===== src/rtl/demux_ctrl_pkg.sv =====
// Shared constants and types for the demux routing controller.
package demux_ctrl_pkg;

    // Routing modes as presented on the mode input
    localparam logic [1:0] MODE_ALT   = 2'b00;
    localparam logic [1:0] MODE_BURST = 2'b01;
    localparam logic [1:0] MODE_FIXED = 2'b10;

    // Channel identifiers, also the demux select values
    localparam logic CH0 = 1'b0;
    localparam logic CH1 = 1'b1;

    typedef enum logic {
        IDLE = 1'b0,
        HOLD = 1'b1
    } state_t;

    // The reserved mode encoding behaves exactly like alternate mode.
    function automatic logic [1:0] norm_mode(input logic [1:0] m);
        return (m == 2'b11) ? MODE_ALT : m;
    endfunction

endpackage


===== src/rtl/demux.sv =====
// The team's 8-bit 1:2 demux: the selected output carries the input, the other is 0.
module demux (
    input  logic [7:0] Data_in,
    input  logic       sel,
    output logic [7:0] Data_out_0,
    output logic [7:0] Data_out_1
);

    assign Data_out_0 = sel ? 8'h00 : Data_in;
    assign Data_out_1 = sel ? Data_in : 8'h00;

endmodule


===== src/rtl/demux_route_pick.sv =====
// Destination channel choice for the byte being accepted this cycle.
module demux_route_pick
    import demux_ctrl_pkg::*;
#(
    parameter int BURST_LEN = 4
) (
    input  logic [1:0] mode,
    input  logic       force_sel,
    input  logic [1:0] ch_en,
    input  logic       last_ch,
    input  logic       burst_ch,
    input  logic [7:0] burst_cnt,
    output logic       chan
);

    localparam logic [7:0] BURST_MAX = 8'(BURST_LEN);

    logic want;

    // Preferred channel by mode, then steer away from a disabled channel.
    always_comb begin
        // NOTE: every output of a combinational block gets a default first, so no latch is inferred.
        want = ~last_ch;
        chan = 1'b0;
        unique case (norm_mode(mode))
            MODE_BURST: want = (burst_cnt >= BURST_MAX) ? ~burst_ch : burst_ch;
            MODE_FIXED: want = force_sel;
            default:    want = ~last_ch;
        endcase
        chan = want;
        if (!ch_en[want] && ch_en[~want]) begin
            chan = ~want;
        end
    end

endmodule


===== src/rtl/demux_route_ctrl.sv =====
// Holds one byte from the upstream handshake and delivers it to one of two
// consumers through the demux, with per-channel delivered-byte counters.
module demux_route_ctrl
    import demux_ctrl_pkg::*;
#(
    parameter int BURST_LEN = 4,
    parameter int CNT_W     = 16
) (
    input  logic             clk,
    input  logic             rst_n,
    input  logic             in_valid,
    output logic             in_ready,
    input  logic [7:0]       in_data,
    input  logic [1:0]       mode,
    input  logic             force_sel,
    input  logic [1:0]       ch_en,
    input  logic             cnt_clr,
    output logic             out0_valid,
    input  logic             out0_ready,
    output logic [7:0]       out0_data,
    output logic             out1_valid,
    input  logic             out1_ready,
    output logic [7:0]       out1_data,
    output logic             cur_sel,
    output logic             busy,
    output logic [CNT_W-1:0] cnt0,
    output logic [CNT_W-1:0] cnt1
);

    state_t           state_q, state_d;
    logic [7:0]       hold_q;
    logic             sel_q;
    logic             last_ch_q;
    logic             burst_ch_q;
    logic [7:0]       burst_cnt_q;
    logic [CNT_W-1:0] cnt0_q, cnt1_q;
    logic             fire, accept, pick_ch;

    localparam logic [7:0] BURST_MAX = 8'(BURST_LEN);

    assign busy     = (state_q == HOLD);
    assign fire     = busy & (sel_q ? out1_ready : out0_ready);
    // Ready depends on the consumer ready and enables only, never on in_valid.
    assign in_ready = rst_n & (|ch_en) & (~busy | fire);
    assign accept   = in_valid & in_ready;

    assign out0_valid = busy & (sel_q == CH0);
    assign out1_valid = busy & (sel_q == CH1);
    assign cur_sel    = sel_q;
    assign cnt0       = cnt0_q;
    assign cnt1       = cnt1_q;

    demux_route_pick #(
        .BURST_LEN (BURST_LEN)
    ) u_pick (
        .mode      (mode),
        .force_sel (force_sel),
        .ch_en     (ch_en),
        .last_ch   (last_ch_q),
        .burst_ch  (burst_ch_q),
        .burst_cnt (burst_cnt_q),
        .chan      (pick_ch)
    );

    demux u_demux (
        .Data_in    (hold_q),
        .sel        (sel_q),
        .Data_out_0 (out0_data),
        .Data_out_1 (out1_data)
    );

    // Next state: take a byte when empty, release it on fire unless refilled.
    always_comb begin
        state_d = state_q;
        unique case (state_q)
            IDLE:    if (accept) state_d = HOLD;
            HOLD:    if (fire && !accept) state_d = IDLE;
            default: state_d = IDLE;
        endcase
    end

    // State register.
    always_ff @(posedge clk or negedge rst_n) begin
        // NOTE: sequential state uses non-blocking assignments so every register samples pre-edge values.
        if (!rst_n) state_q <= IDLE;
        else        state_q <= state_d;
    end

    // Held byte and its channel; the byte is zeroed once delivered so idle outputs read 0.
    always_ff @(posedge clk or negedge rst_n) begin
        if (!rst_n) begin
            hold_q <= 8'h00;
            sel_q  <= CH0;
        end else if (accept) begin
            hold_q <= in_data;
            sel_q  <= pick_ch;
        end else if (fire) begin
            hold_q <= 8'h00;
        end
    end

    // Routing history: last channel used and burst position.
    always_ff @(posedge clk or negedge rst_n) begin
        if (!rst_n) begin
            last_ch_q   <= CH1;
            burst_ch_q  <= CH0;
            burst_cnt_q <= 8'd0;
        end else begin
            if (accept) last_ch_q <= pick_ch;
            if (norm_mode(mode) != MODE_BURST) begin
                burst_cnt_q <= 8'd0;
                burst_ch_q  <= accept ? pick_ch : last_ch_q;
            end else if (accept) begin
                if (pick_ch == burst_ch_q && burst_cnt_q < BURST_MAX) begin
                    burst_cnt_q <= burst_cnt_q + 8'd1;
                end else begin
                    burst_ch_q  <= pick_ch;
                    burst_cnt_q <= 8'd1;
                end
            end
        end
    end

    // Delivered-byte counters; a clear pulse overrides a same-cycle fire.
    always_ff @(posedge clk or negedge rst_n) begin
        if (!rst_n) begin
            cnt0_q <= '0;
            cnt1_q <= '0;
        end else if (cnt_clr) begin
            cnt0_q <= '0;
            cnt1_q <= '0;
        end else if (fire) begin
            if (sel_q == CH0) cnt0_q <= cnt0_q + 1'b1;
            else              cnt1_q <= cnt1_q + 1'b1;
        end
    end

endmodule


===== config.mk =====
export PLATFORM = sky130hd
export DESIGN_NAME = demux_route_ctrl
export DESIGN_NICKNAME = d
export VERILOG_FILES = /design/src/rtl/demux_ctrl_pkg.sv /design/src/rtl/demux.sv /design/src/rtl/demux_route_pick.sv /design/src/rtl/demux_route_ctrl.sv
export SDC_FILE = /design/constraint.sdc
export NUM_CORES = 1
export LEC_CHECK = 0
export BUFFER_PORTS_ARGS = -buffer_cell sky130_fd_sc_hd__buf_2
export CAP_MARGIN = 10
export CORE_ASPECT_RATIO = 0.75
export CORE_MARGIN = 2
export CORE_UTILIZATION = 25
export DETAILED_ROUTE_END_ITERATION = 12
export GPL_TIMING_DRIVEN = 0
export PLACE_DENSITY_LB_ADDON = 0.25
export SLEW_MARGIN = 5
export SYNTH_ARGS = -nofsm -noshare
export SYNTH_HDL_FRONTEND = slang
export SYNTH_HIERARCHICAL = 1
export SYNTH_SLANG_ARGS = --single-unit

===== constraint.sdc =====
create_clock -name clk -period 2.3 [get_ports clk]
set_input_delay 0.46 -clock clk [delete_from_list [all_inputs] [get_ports clk]]
set_output_delay 0.46 -clock clk [all_outputs]
set_load 0.1 [all_outputs]

# [Yosys cells after proc, flatten, opt, wreduce, memory -nomap -nowiden]
# Cells that the tools add are included.
[totals] out_inout_bits=53 word_cells=76 in_bits=19 register_bits=52
[op_classes] add_sub_neg=3 mux=29 order_cmp=4 n_eq_ne=7 bitwise_logic=12 n_reduce_logical=13
[op_table] op="$mux W16" n=6
[op_table] op="$mux W8" n=7
[op_table] op="$add A16 B1 Y16 const B" n=2
[op_table] op="$mux W1" n=13
[op_table] op="$add A8 B1 Y8 const B" n=1
[op_table] op="$ge A8 B3 Y1 const B" n=1
[op_table] op="$lt A8 B3 Y1 const B" n=1
[op_table] op="$reduce_bool A2 Y1" n=4
[op_table] op="$and A1 B1 Y1" n=6
[op_table] op="$reduce_and A2 Y1" n=3
[op_table] op="$not A1 Y1" n=5
[op_table] op="$eq A2 B2 Y1 const B" n=2
[op_table] op="$lt A1 B2 Y1 const B" n=2
[op_table] op="$ne A2 B2 Y1 const B" n=2
[op_table] op="$pmux W1 S2" n=2
[op_table] op="$logic_and A1 B1 Y1" n=3
[op_table] op="$eq A2 B1 Y1 const B" n=1
[op_table] op="$logic_not A1 Y1" n=2
[op_table] op="$mux W2" n=1
[op_table] op="$ne A2 B1 Y1 const B" n=1
[op_table] op="$reduce_or A2 Y1" n=1
[op_table] op="$eq A1 B1 Y1" n=1
[op_table] op="$or A1 B1 Y1" n=1

# [Logic depth before layout (Yosys ltp)]
# Gate-level depths: netlist (run 1).
[logic_depth] ltp_word=14 depth_mapped=9 ltp_nobuf=9

# [Modules after synthesis]
# Netlist (run 1), hierarchy kept.
[by_module_without_submodules] module="demux_route_ctrl" area_each_um2=2471.1 seq_area_each_um2=1302.5 cells_each=246 instances=1
[by_module_without_submodules] module="demux" area_each_um2=118.9 seq_area_each_um2=0.0 cells_each=17 instances=1
[by_module_without_submodules] module="demux_route_pick" area_each_um2=95.1 seq_area_each_um2=0.0 cells_each=14 instances=1

# [Worst setup path before layout (run 1)]
# OpenSTA, ideal clock, no wires.
[synth_timing] path_kind="register to output" startpoint="reg sel_q, in the netlist cur_sel" endpoint="out in_ready" n_path_buf=1 setup_slack_ns=-1.107 t_arrival_ns=2.947 path_stages_with_launch=4 path_cell_list="dfrtp_1 buf_2 mux2i_1 a21oi_1"
[synth_via] elab_chain_cells=4
[synth_lines] item="from (decl)" line_no="demux_route_ctrl.sv:32" rtl="logic sel_q;"
[synth_lines] item="from (signal assigned)" line_no="demux_route_ctrl.sv:96" rtl="sel_q <= pick_ch;"
[synth_lines] item="$mux W1" line_no="demux_route_ctrl.sv:42" rtl="assign fire = busy & (sel_q ? out1_ready : out0_ready);"
[synth_lines] item="$and A1 B1 Y1" line_no="demux_route_ctrl.sv:42"
[synth_lines] item="$or A1 B1 Y1" line_no="demux_route_ctrl.sv:44" rtl="assign in_ready = rst_n & (|ch_en) & (~busy | fire);"
[synth_lines] item="$and A1 B1 Y1" line_no="demux_route_ctrl.sv:44"
[synth_lines] item="to (decl)" line_no="demux_route_ctrl.sv:12" rtl="output logic in_ready,"
# Every way passes these cells.

# [Worst setup path after layout (run 1)]
[layout_timing] startpoint="reg burst_cnt_q[6]" endpoint="reg burst_cnt_q[1]"
[layout_via] elab_chain_cells=13
[layout_lines] item="from (decl)" line_no="demux_route_ctrl.sv:35" rtl="logic [7:0] burst_cnt_q;"
[layout_lines] item="from (signal assigned)" line_no="demux_route_ctrl.sv:115" rtl="burst_cnt_q <= burst_cnt_q + 8'd1;"
[layout_lines] item="$ge A8 B3 Y1 *" line_no="demux_route_pick.sv:26" rtl="MODE_BURST: want = (burst_cnt >= BURST_MAX) ? ~burst_ch : burst_ch;"
[layout_lines] item="$mux W1 *" line_no="demux_route_pick.sv:26"
[layout_lines] item="$pmux W1 S2 *" line_no="demux_route_pick.sv:25" rtl="unique case (norm_mode(mode))"
[layout_lines] item="$mux W1 (implied by the code) (2 in series)" line_no="demux_route_pick.sv:31" rtl="if (!ch_en[want] && ch_en[~want]) begin"
[layout_lines] item="$logic_not A1 Y1" line_no="demux_route_pick.sv:31"
[layout_lines] item="$logic_and A1 B1 Y1" line_no="demux_route_pick.sv:31"
[layout_lines] item="$mux W1 *" line_no="demux_route_pick.sv:31"
[layout_lines] item="via pick_ch" line_no="demux_route_ctrl.sv:37" rtl="logic fire, accept, pick_ch;"
[layout_lines] item="$eq A1 B1 Y1 *" line_no="demux_route_ctrl.sv:114" rtl="if (pick_ch == burst_ch_q && burst_cnt_q < BURST_MAX) begin"
[layout_lines] item="$logic_and A1 B1 Y1 *" line_no="demux_route_ctrl.sv:114"
[layout_lines] item="$mux W8 *" line_no="demux_route_ctrl.sv:114"
[layout_lines] item="$mux W8 *" line_no="demux_route_ctrl.sv:113" rtl="end else if (accept) begin"
[layout_lines] item="$mux W8 *" line_no="demux_route_ctrl.sv:110" rtl="if (norm_mode(mode) != MODE_BURST) begin"
# The timed path passes the listed nets; every way through them passes the cells marked *. The select of a mux whose other input is x is not followed.
# A chain may end at the register's enable or synchronous reset.

==> results_dict.tcl, run 1 <==
set metrics [dict create \
    dp.cells 484 \
    hold_viol 0 \
    final.setup.worst_slack_ns -0.107 \
    placed_cell_area_um2 3260 \
    drive_gt1_share_pct 34.0 \
    core-area_um2 10400 \
    grt_pass1_wl_mm 11.1 \
    fin_cells 495 \
    crit_type "reg -> reg" \
    maxCapViolations 0 \
    timing.setup.tns_ns -0.543 \
    cp-start-kind "flop" \
    synth_cells 277 \
    p_per_area_nw_per_um2 792 \
    violations "setup timing" \
    die_w_um 124 \
    grt_setup_unrepaired "true" \
    wl_per_cell_um 13.9 \
    fin_crit_sh_pct 105 \
    route.layer.met1.wl_mm 3.74 \
    drc 0 \
    cp.required_ns 2.52 \
    relSlewSlack_pct 56.1 \
    yosysWarnings 6 \
    clock_skew_ns 0.00433 \
    worst_pin_slew_ns 0.655 \
    synth_edf_count 0 \
    max_stage_delay_ns 0.53 \
    synth.most_common_cell "dfrtp_1" \
    avgSynthCellArea_um2 9.69 \
    total_power_mw 2.81 \
    ant_nets 0 \
    drt_iter0_drc 107 \
    cts_made_buffers 5 \
    antenna_found_initial 0 \
    dr_wl_met2_mm 2.84 \
    endpoint_kind "flop" \
    p_leak_nw 1.62 \
    hold_slack_ns 0.0731 \
    crit_arrival_ns 2.63 \
    gp_congestion 0.815 \
    syn_to_final_growth_pct 31.9 \
    ys_seq_elements 52 \
    overflow 0 \
    hp-class "in -> async" \
    viasPerCell 4.77 \
    fmax_mhz 415 \
    clock_path_buffers 2 \
    yosysTopAreaCellShare_pct 47.5 \
    cts_tree "yes" \
    cp_cell_sequence "or4_4 > or4_4 > nand3_4 > a31oi_4 > xor2_1 > nor4_2 > buf_4 > buf_6 > nand2_2 > o21ai_1" \
    syn_area_um2 2690 \
    ys_seq_area_share_pct 48.5 \
    die_y_um 93.8 \
    diodes 0 \
    setup_viol 6 \
    drv_slew 0 \
    worstPathMaxFanout 3 \
    final_nets 382 \
    cts_root_buffer "clkbuf_16" \
    num_io_pins 72 \
    synth.distinct_cells 43 \
    fp-row-count 32 \
    grt_max_degree 31 \
    post-route-min-period_ns 2.41 \
    cts_sinks 52 \
    initial_core_util_pct 25.9 \
    dieArea_um2 11600 \
    synthTopCellsByArea "dfrtp_1, a21oi_1, o21ai_0, or3_1, a22o_1" \
    ys.flop_type "dfrtp_1" \
    final_area_um2 3540 \
    h-tree-depth 2 \
    crit_top_cell "or4_4" \
    synth_common_cells "dfrtp_1, a21oi_1, o21ai_0" \
    routed_wl_mm 6.87 \
    vias 2362 \
    clk_pin_slew_ns 0.07 \
    critical_path.slowest_cell "or4_4" \
    ff2ff_path_depth 10 \
    grt_usage_pct 12.2 \
    cts_hold_buffers 0 \
    top_layer "met4" \
    portBuffers 70 \
    met3_length_um 252 \
    dp_hpwl_mm 4.98 \
    firstDrtPassIters 4 \
    yosysTopAreaCell "dfrtp_1" \
    status "finished with violations" \
    synthArstFlopShare_pct 100 \
    ir_drop_uv 457 \
    grt_pass1_vias 2169 \
    synth_fp_nets 301 \
    clkLatencyLatePin_ns 0.29 \
    n_fill_cell 1079 \
]
[worst paths after layout]
check | slack (ns) | startpoint | end
worst max-delay path | -0.11 | burst_cnt_q[6]$_DFFE_PN0P_ | burst_cnt_q[1]$_DFFE_PN0P_
worst min-delay path | 0.07 | rst_n | hold_q[3]$_DFFE_PN0P_
worst max register to register | -0.11 | burst_cnt_q[6]$_DFFE_PN0P_ | burst_cnt_q[1]$_DFFE_PN0P_
worst min register to register | 0.52 | hold_q[7]$_DFFE_PN0P_ | hold_q[7]$_DFFE_PN0P_
max in group asynchronous | 1.69 | rst_n | last_ch_q$_DFF_PN1_
min in group clk | 0.39 | in_data[3] | hold_q[3]$_DFFE_PN0P_
[flip-flops by register name (all words and copies together) (netlist names)]
name and flops:
cnt0 16, cnt1 16, burst_ch_q 1, busy 1, hold_q 8, last_ch_q 1
cur_sel 1, burst_cnt_q 8
[layout make-up]
cell class | instances | area, um2 | area share, %
plain buffers | 11 | 58.8 | 1.66
repair buffers | 74 | 402 | 11.3
clock buffers | 5 | 125 | 3.53
flip-flops and latches | 52 | 1320 | 37.1
multi-input cells | 201 | 1380 | 38.9
clock inverters | 3 | 46.3 | 1.31
well taps | 136 | 170 | 4.80
inverters | 13 | 48.8 | 1.38
[power breakdown]
group | leakage, nW | internal [mW] | total, mW | switching, mW
clock network | 0.0804 | 0.518 | 0.871 | 0.353
registers | 0.695 | 0.969 | 1.02 | 0.0514
logic | 0.843 | 0.218 | 0.916 | 0.697
[layer usage]
| layer | up-vias | GRT usage [%] |
|---|---|---|
| li1 | 1169 | - |
| met1 | 1148 | 18.7 |
| met2 | 40 | 17.4 |
| met3 | 5 | 2.49 |
| met4 | 0 | 2.27 |
| met5 | - | 0 |
[placed cells by master, fill, tap and decap left out, types with 3 or more instances in the layout]
| cell | Yosys | final |
|---|---|---|
| nor2_1 | 15 | 15 |
| nand4_1 | 7 | 7 |
| or3_1 | 12 | 12 |
| or4_1 | 8 | 7 |
| nand3_1 | 9 | 8 |
| dfrtp_2 | 0 | 10 |
| clkbuf_16 | 0 | 5 |
| ha_1 | 5 | 5 |
| xnor2_1 | 6 | 6 |
| clkbuf_1 | 4 | 4 |
| inv_1 | 13 | 13 |
| a21oi_1 | 27 | 24 |
| or4_4 | 2 | 3 |
| buf_2 | 6 | 73 |
| xor2_1 | 6 | 6 |
| and2b_1 | 6 | 6 |
| dfrtp_1 | 51 | 41 |
| o31ai_1 | 7 | 6 |
| buf_4 | 0 | 3 |
| and2_1 | 10 | 10 |
| nand2_1 | 15 | 14 |
| o21ai_0 | 20 | 19 |
| a22o_1 | 8 | 8 |
| o2111ai_1 | 4 | 4 |
[critical path: cells and delay by family (launching register included)]
kind                      cells  cell delay (ns)
DFF                           1             0.41
and+or+nand+nor               5             1.30
AOI/OAI and AO/OA             2             0.19
buffers and inverters         2             0.26
xor gates and xnor gates      1             0.16
[cells by family after synthesis]
group	Yosys count	synth area share, %
buf+inv	24	3.91
mux	4	1.54
compound gates	73	16.4
xor+xnor	12	3.91
simple gates	107	23.4
flops	52	48.5
fa+ha+maj	5	2.33
[metrics by stage]
stage	worst slack [ns]	util, %
5_1_grt	-0.174	34.2
3_5_place_dp	-0.405	31.5
3_3_place_gp	-0.869	31.3
2_1_floorplan	0.0112	-
4_1_cts	-0.149	33.5
6_report	-0.107	34.2
[what timing repair did]
item / in CTS / in global routing
endpoints found under the setup margin: 15 / 11
pin swaps: 1 / 6
gates resized for setup: 8 / 11
setup buffers: 1 / 2
No activity file was read; power rests on OpenSTA's default activity.
==> run 2: changes to the inputs <==
Settings changed: CORE_UTILIZATION 25 to 40.
==> run 2 against run 1 <==
Net effect: the run still ends with setup timing left; fmax down 0.74%; design area down 4.3%; setup slack got worse by 0.018 ns; clock power decreased by 42%; combinational power down 2%; register-to-register slack got worse by 0.02 ns; non-clock buffer count is the same; clock skew up 0.0032 ns; flip-flop and latch count is the same; die area is 36% lower; wire length is 7.3% lower; critical path type unchanged; highest routed layer unchanged.
==> results_dict.tcl, run 2 (synthesis gave the netlist of run 1 again) <==
set metrics [dict create \
    crit_type "reg -> reg" \
    final.setup.worst_slack_ns -0.125 \
    gp_congestion 0.741 \
    fin_crit_sh_pct 105 \
    final_area_um2 3390 \
    fp-row-count 25 \
    dr_wl_met2_mm 2.81 \
    drive_gt1_share_pct 33.7 \
    placed_cell_area_um2 3170 \
    drv_slew 0 \
    clkLatencyLatePin_ns 0.31 \
    routed_wl_mm 6.37 \
    diodes 0 \
    vias 2337 \
    clock_path_buffers 2 \
    worstPathMaxFanout 2 \
    p_per_area_nw_per_um2 714 \
    cp_cell_sequence "or4_4 > or4_4 > nand3_4 > a31oi_4 > xor2_2 > nor4_4 > buf_4 > nand2_2 > o21ai_1" \
    crit_top_cell "or4_4" \
    final_nets 382 \
    core-area_um2 6410 \
    ir_drop_uv 762 \
    route.layer.met1.wl_mm 3.27 \
    portBuffers 70 \
    relSlewSlack_pct 52.2 \
    clk_pin_slew_ns 0.09 \
    firstDrtPassIters 4 \
    overflow 0 \
    grt_pass1_vias 2228 \
    fin_util_pct 52.9 \
    top_layer "met4" \
    grt_pass1_wl_mm 10.9 \
    violations "setup timing" \
    dp_hpwl_mm 4.54 \
    cts_tree "yes" \
    cts_hold_buffers 0 \
    final_common_cell "buf_2" \
    grt_max_degree 55 \
    antenna_found_initial 0 \
    max_stage_delay_ns 0.55 \
    cts_root_buffer "clkbuf_8" \
    num_io_pins 72 \
    status "finished with violations" \
    die_w_um 98.6 \
    p_leak_nw 1.58 \
    cts_made_buffers 5 \
    dp.cells 428 \
    setup_viol 6 \
    hp-class "in -> async" \
    crit_arrival_ns 2.66 \
    fin_cells 440 \
    h-tree-depth 2 \
    wl_per_cell_um 14.5 \
    ant_nets 0 \
    dp_slack_ns -0.842 \
    grt_setup_unrepaired "true" \
    die_y_um 75.0 \
    grt_usage_pct 18.4 \
    cts_sinks 52 \
    critical_path.slowest_cell "or4_4" \
    hold_viol 0 \
    clock_skew_ns 0.00756 \
    dieArea_um2 7390 \
    viasPerCell 5.31 \
    syn_to_final_growth_pct 26.2 \
    endpoint_kind "flop" \
    post-route-min-period_ns 2.43 \
    maxCapViolations 0 \
    n_fill_cell 585 \
    drt_iter0_drc 65 \
    worst_pin_slew_ns 0.715 \
    fmax_mhz 412 \
    cp-start-kind "flop" \
    initial_core_util_pct 41.9 \
    drc 0 \
    cp.required_ns 2.54 \
    met3_length_um 223 \
    layout_common_cells "buf_2, dfrtp_1, a21oi_1" \
]
run 2: changes by cell type in the layout (fill, tap and decap cells not counted), sizes merged:
cell	delta
bufinv	-1
clkinvlp	-1
clkinv	+1
clkbuf	+3
inv	-1
buf	-1
run 2: through the flow:
| stage | hold WS (ns) | setup TNS [ns] | power, mW |
|---|---|---|---|
| after floorplan | 0.164 | 0 | 1.72 |
| after detailed placement | 0.495 | -12.97 | 1.87 |
| final | 0.0925 | -0.480 | 2.42 |
| after CTS | 0.113 | -0.471 | 2.42 |
| after global placement | 0.491 | -13.33 | 1.86 |
| after global routing | 0.114 | -1.16 | 2.54 |
run 2: power breakdown:
group	switching [mW]	internal, mW	total [mW]
clock network	0.289	0.214	0.504
logic	0.689	0.211	0.900
registers	0.0501	0.968	1.02
run 2: what timing repair did:
item,4_1_cts,5_1_grt
endpoints found under the setup margin,18,10
pin swaps,2,2
resized for setup,10,12
buffers inserted,4,0
run 2: layer usage:
layer | global-route usage [%] | vias up
li1 | - | 1169
met1 | 26.3 | 1122
met2 | 29.2 | 41
met3 | 3.25 | 5
met4 | 5.48 | 0
met5 | 0 | -
run 2: layout make-up:
class / instances / area [um2] / area share, %
Inverter: 13 / 48.8 / 1.44
Clock inverter: 1 / 5.00 / 0.148
Tap cell: 81 / 101 / 2.99
Buffer: 11 / 58.8 / 1.73
Multi-Input combinational cell: 201 / 1390 / 41.1
Clock buffer: 7 / 76.3 / 2.25
Timing Repair Buffer: 74 / 392 / 11.6
Sequential cell: 52 / 1320 / 38.8
run 2: final timing paths:
| path | startpoint | end | slack (ns) | cells past startpoint |
|---|---|---|---|---|
| worst min register to register | hold_q[6]$_DFFE_PN0P_ | hold_q[6]$_DFFE_PN0P_ | 0.52 | 1 |
| min in group clk | in_data[3] | hold_q[3]$_DFFE_PN0P_ | 0.38 | 2 |
| worst max register to register | burst_cnt_q[7]$_DFFE_PN0P_ | burst_cnt_q[1]$_DFFE_PN0P_ | -0.13 | 9 |
| worst max-delay path | burst_cnt_q[7]$_DFFE_PN0P_ | burst_cnt_q[1]$_DFFE_PN0P_ | -0.13 | 9 |
| max in group asynchronous | rst_n | last_ch_q$_DFF_PN1_ | 1.86 | 1 |
| worst min-delay path | rst_n | burst_cnt_q[3]$_DFFE_PN0P_ | 0.09 | 1 |
run 2: worst max-delay path, delay by kind of cell (launching register included):
kind                      cells  cell delay (ns)
and+or+nand+nor               5             1.39
AOI/OAI and AO/OA             2             0.22
xor gates and xnor gates      1             0.17
DFF                           1             0.39
buffers and inverters         1             0.18
==> run 3: changes to the inputs <==
Settings changed: ABC_AREA from default to 1, GPL_ROUTABILITY_DRIVEN from default to 0.
==> run 3 against run 2 <==
Net effect: the run now ends clean; clock power rose by 9.1%; synthesized area up 16%; sequential share of layout area decreased by 3.7 points; largest power group is now combinational logic; synthesized cell count is 52% higher; power increased by 17%; clock skew up 0.0076 ns; first-iteration DRC count is 130% higher; via count is 21% higher.
==> results_dict.tcl, run 3 <==
set metrics [dict create \
    h-tree-depth 2 \
    drive_gt1_share_pct 26.0 \
    drt_iter0_drc 148 \
    vias 2829 \
    ys_seq_elements 52 \
    n_fill_cell 734 \
    p_leak_nw 2.06 \
    r2r-start "burst_cnt_q[4]$_DFFE_PN0P_" \
    firstDrtPassIters 4 \
    crit_type "in -> out" \
    status "completed" \
    ant_nets 0 \
    placed_cell_area_um2 3620 \
    fin_cells 601 \
    die_w_um 106 \
    ir_drop_uv 628 \
    dp.cells 593 \
    ff2ff_path_depth 13 \
    final_area_um2 3720 \
    worstPathMaxFanout 53 \
    final_common_cell "nand2_1" \
    clkLatencyLatePin_ns 0.30 \
    critical_path.startpoint "rst_n" \
    portBuffers 70 \
    fmax_mhz 475 \
    grt_max_degree 54 \
    yosysTopAreaCell "dfrtp_1" \
    grt_pass1_vias 2563 \
    antenna_found_initial 0 \
    cp_cell_sequence "buf_8 > inv_1 > nor2_1 > nand2_1 > inv_1 > buf_2" \
    cts_sinks 52 \
    core-area_um2 7470 \
    yosysTopAreaCellShare_pct 40.9 \
    diodes 0 \
    drv_slew 0 \
    fin_crit_sh_pct 91.6 \
    post-route-min-period_ns 2.11 \
    clock_path_buffers 2 \
    multi_input_area_um2 1500 \
    yosysWarnings 6 \
    crit_arrival_ns 1.65 \
    initial_core_util_pct 41.8 \
    synth_cells 422 \
    endpoint_kind "output port" \
    relSlewSlack_pct 66.4 \
    post-cts-setup-buffers 0 \
    layout_common_cells "nand2_1, buf_2, inv_1" \
    ys.flop_type "dfrtp_1" \
    syn_to_final_growth_pct 19.2 \
    synth_edf_count 0 \
    clk_pin_slew_ns 0.10 \
    dieArea_um2 8530 \
    synth_fp_nets 446 \
    avgSynthCellArea_um2 7.39 \
    synth.distinct_cells 39 \
    max_stage_delay_ns 0.41 \
    rrSetupSlack_ns 0.54 \
    viasPerCell 4.71 \
    critical_path.slowest_cell "buf_2" \
    setup_viol 0 \
    cts_made_buffers 5 \
    r2r-end "burst_cnt_q[2]$_DFFE_PN0P_" \
    clock_skew_ns 0.0151 \
    cts_root_buffer "clkbuf_8" \
    overflow 0 \
    ys_seq_area_share_pct 41.7 \
    drc 0 \
    cp-start-kind "primary input" \
    hp-class "in -> async" \
    worst_pin_slew_ns 0.507 \
    p_per_area_nw_per_um2 762 \
    grt_usage_pct 17.4 \
    synthArstFlopShare_pct 100 \
    synth.most_common_cell "nand2_1" \
    cts.repair.resized 2 \
    fp-row-count 27 \
    num_io_pins 72 \
    syn_area_um2 3120 \
    routed_wl_mm 7.07 \
    grt_pass1_wl_mm 12.0 \
    hold_viol 0 \
    wl_per_cell_um 11.8 \
    grt_setup_unrepaired "false" \
    die_y_um 80.5 \
    synth_common_cells "nand2_1, inv_1, nor2_1" \
    maxCapViolations 0 \
    synthTopCellsByArea "dfrtp_1, nand2_1, inv_1, nor2_1, nand3_1" \
    seqCellArea_um2 1300 \
    cts_hold_buffers 0 \
    endpoint "in_ready" \
    dp_hpwl_mm 5.30 \
    cts_tree "yes" \
    crit_top_cell "inv_1" \
    cp.required_ns 1.84 \
    final_nets 523 \
]
run 3: critical path, delay by kind of cell:
family,cells,cell delay (ns)
and+or+nand+nor,2,0.31
buffers and inverters,4,0.85
run 3: stage by stage:
step | hold slack, ns | TNS [ns] | setup WS [ns] | util [%] | power [mW]
after global routing | 0.0774 | 0 | 0.0492 | 49.8 | 2.98
after global placement | 0.471 | -1.35 | -0.481 | 48.4 | 2.29
after detailed placement | 0.483 | -1.91 | -0.522 | 48.4 | 2.31
final | 0.0529 | 0 | 0.193 | 49.8 | 2.83
after CTS | 0.118 | 0 | 0.0742 | 49.8 | 2.87
after floorplan | 0.164 | -0.122 | -0.122 | - | 2.10
run 3: final cells by class:
type	instances	share of cell area, %
Clock inverter	1	0.202
Buffer	8	1.82
Inverter	71	7.23
Timing Repair Buffer	70	9.69
Sequential cell	52	35.0
Clock buffer	7	2.32
Multi-Input combinational cell	291	40.3
Tap cell	101	3.40
run 3: logic make-up after synthesis:
kind of cell	share of synthesized area [%]
fa+ha+maj	2.00
compound gates	6.26
flops	41.7
simple gates	38.7
buf+inv	10.8
xor+xnor	0.561
run 3: how the worst min path moves through the flow:
stage | slack [ns] | to | start | cells past startpoint
floorplan | 0.16 | burst_ch_q$_DFFE_PN0P_ | rst_n | 0
global placement | 0.47 | last_ch_q$_DFF_PN1_ | last_ch_q$_DFF_PN1_ | 2
detailed placement | 0.48 | last_ch_q$_DFF_PN1_ | last_ch_q$_DFF_PN1_ | 2
CTS | 0.12 | cnt0[15]$_DFFE_PN0P_ | rst_n | 1
global route | 0.08 | cnt0[15]$_DFFE_PN0P_ | rst_n | 1
finish | 0.05 | cnt0[13]$_DFFE_PN0P_ | rst_n | 1
run 3: per-layer routing:
metal | GRT usage [%] | routed length (um) | part of all wire (%) | up-vias
met3 | 3.49 | 377 | 5.3 | 2
met1 | 24.6 | 3620 | 51 | 1277
met5 | 0 | 0 | 0 | -
met4 | 3.29 | 30 | 0.42 | 0
met2 | 27.9 | 3040 | 43 | 70
li1 | - | - | - | 1480
run 3: report_power, final:
part / internal [mW] / total [mW] / switching [mW] / leakage, nW
Combinational: 0.220 / 1.21 / 0.991 / 1.31
Clock: 0.246 / 0.550 / 0.305 / 0.0445
Sequential: 0.991 / 1.07 / 0.0809 / 0.709
Total: 1.46 / 2.83 / 1.38 / 2.06
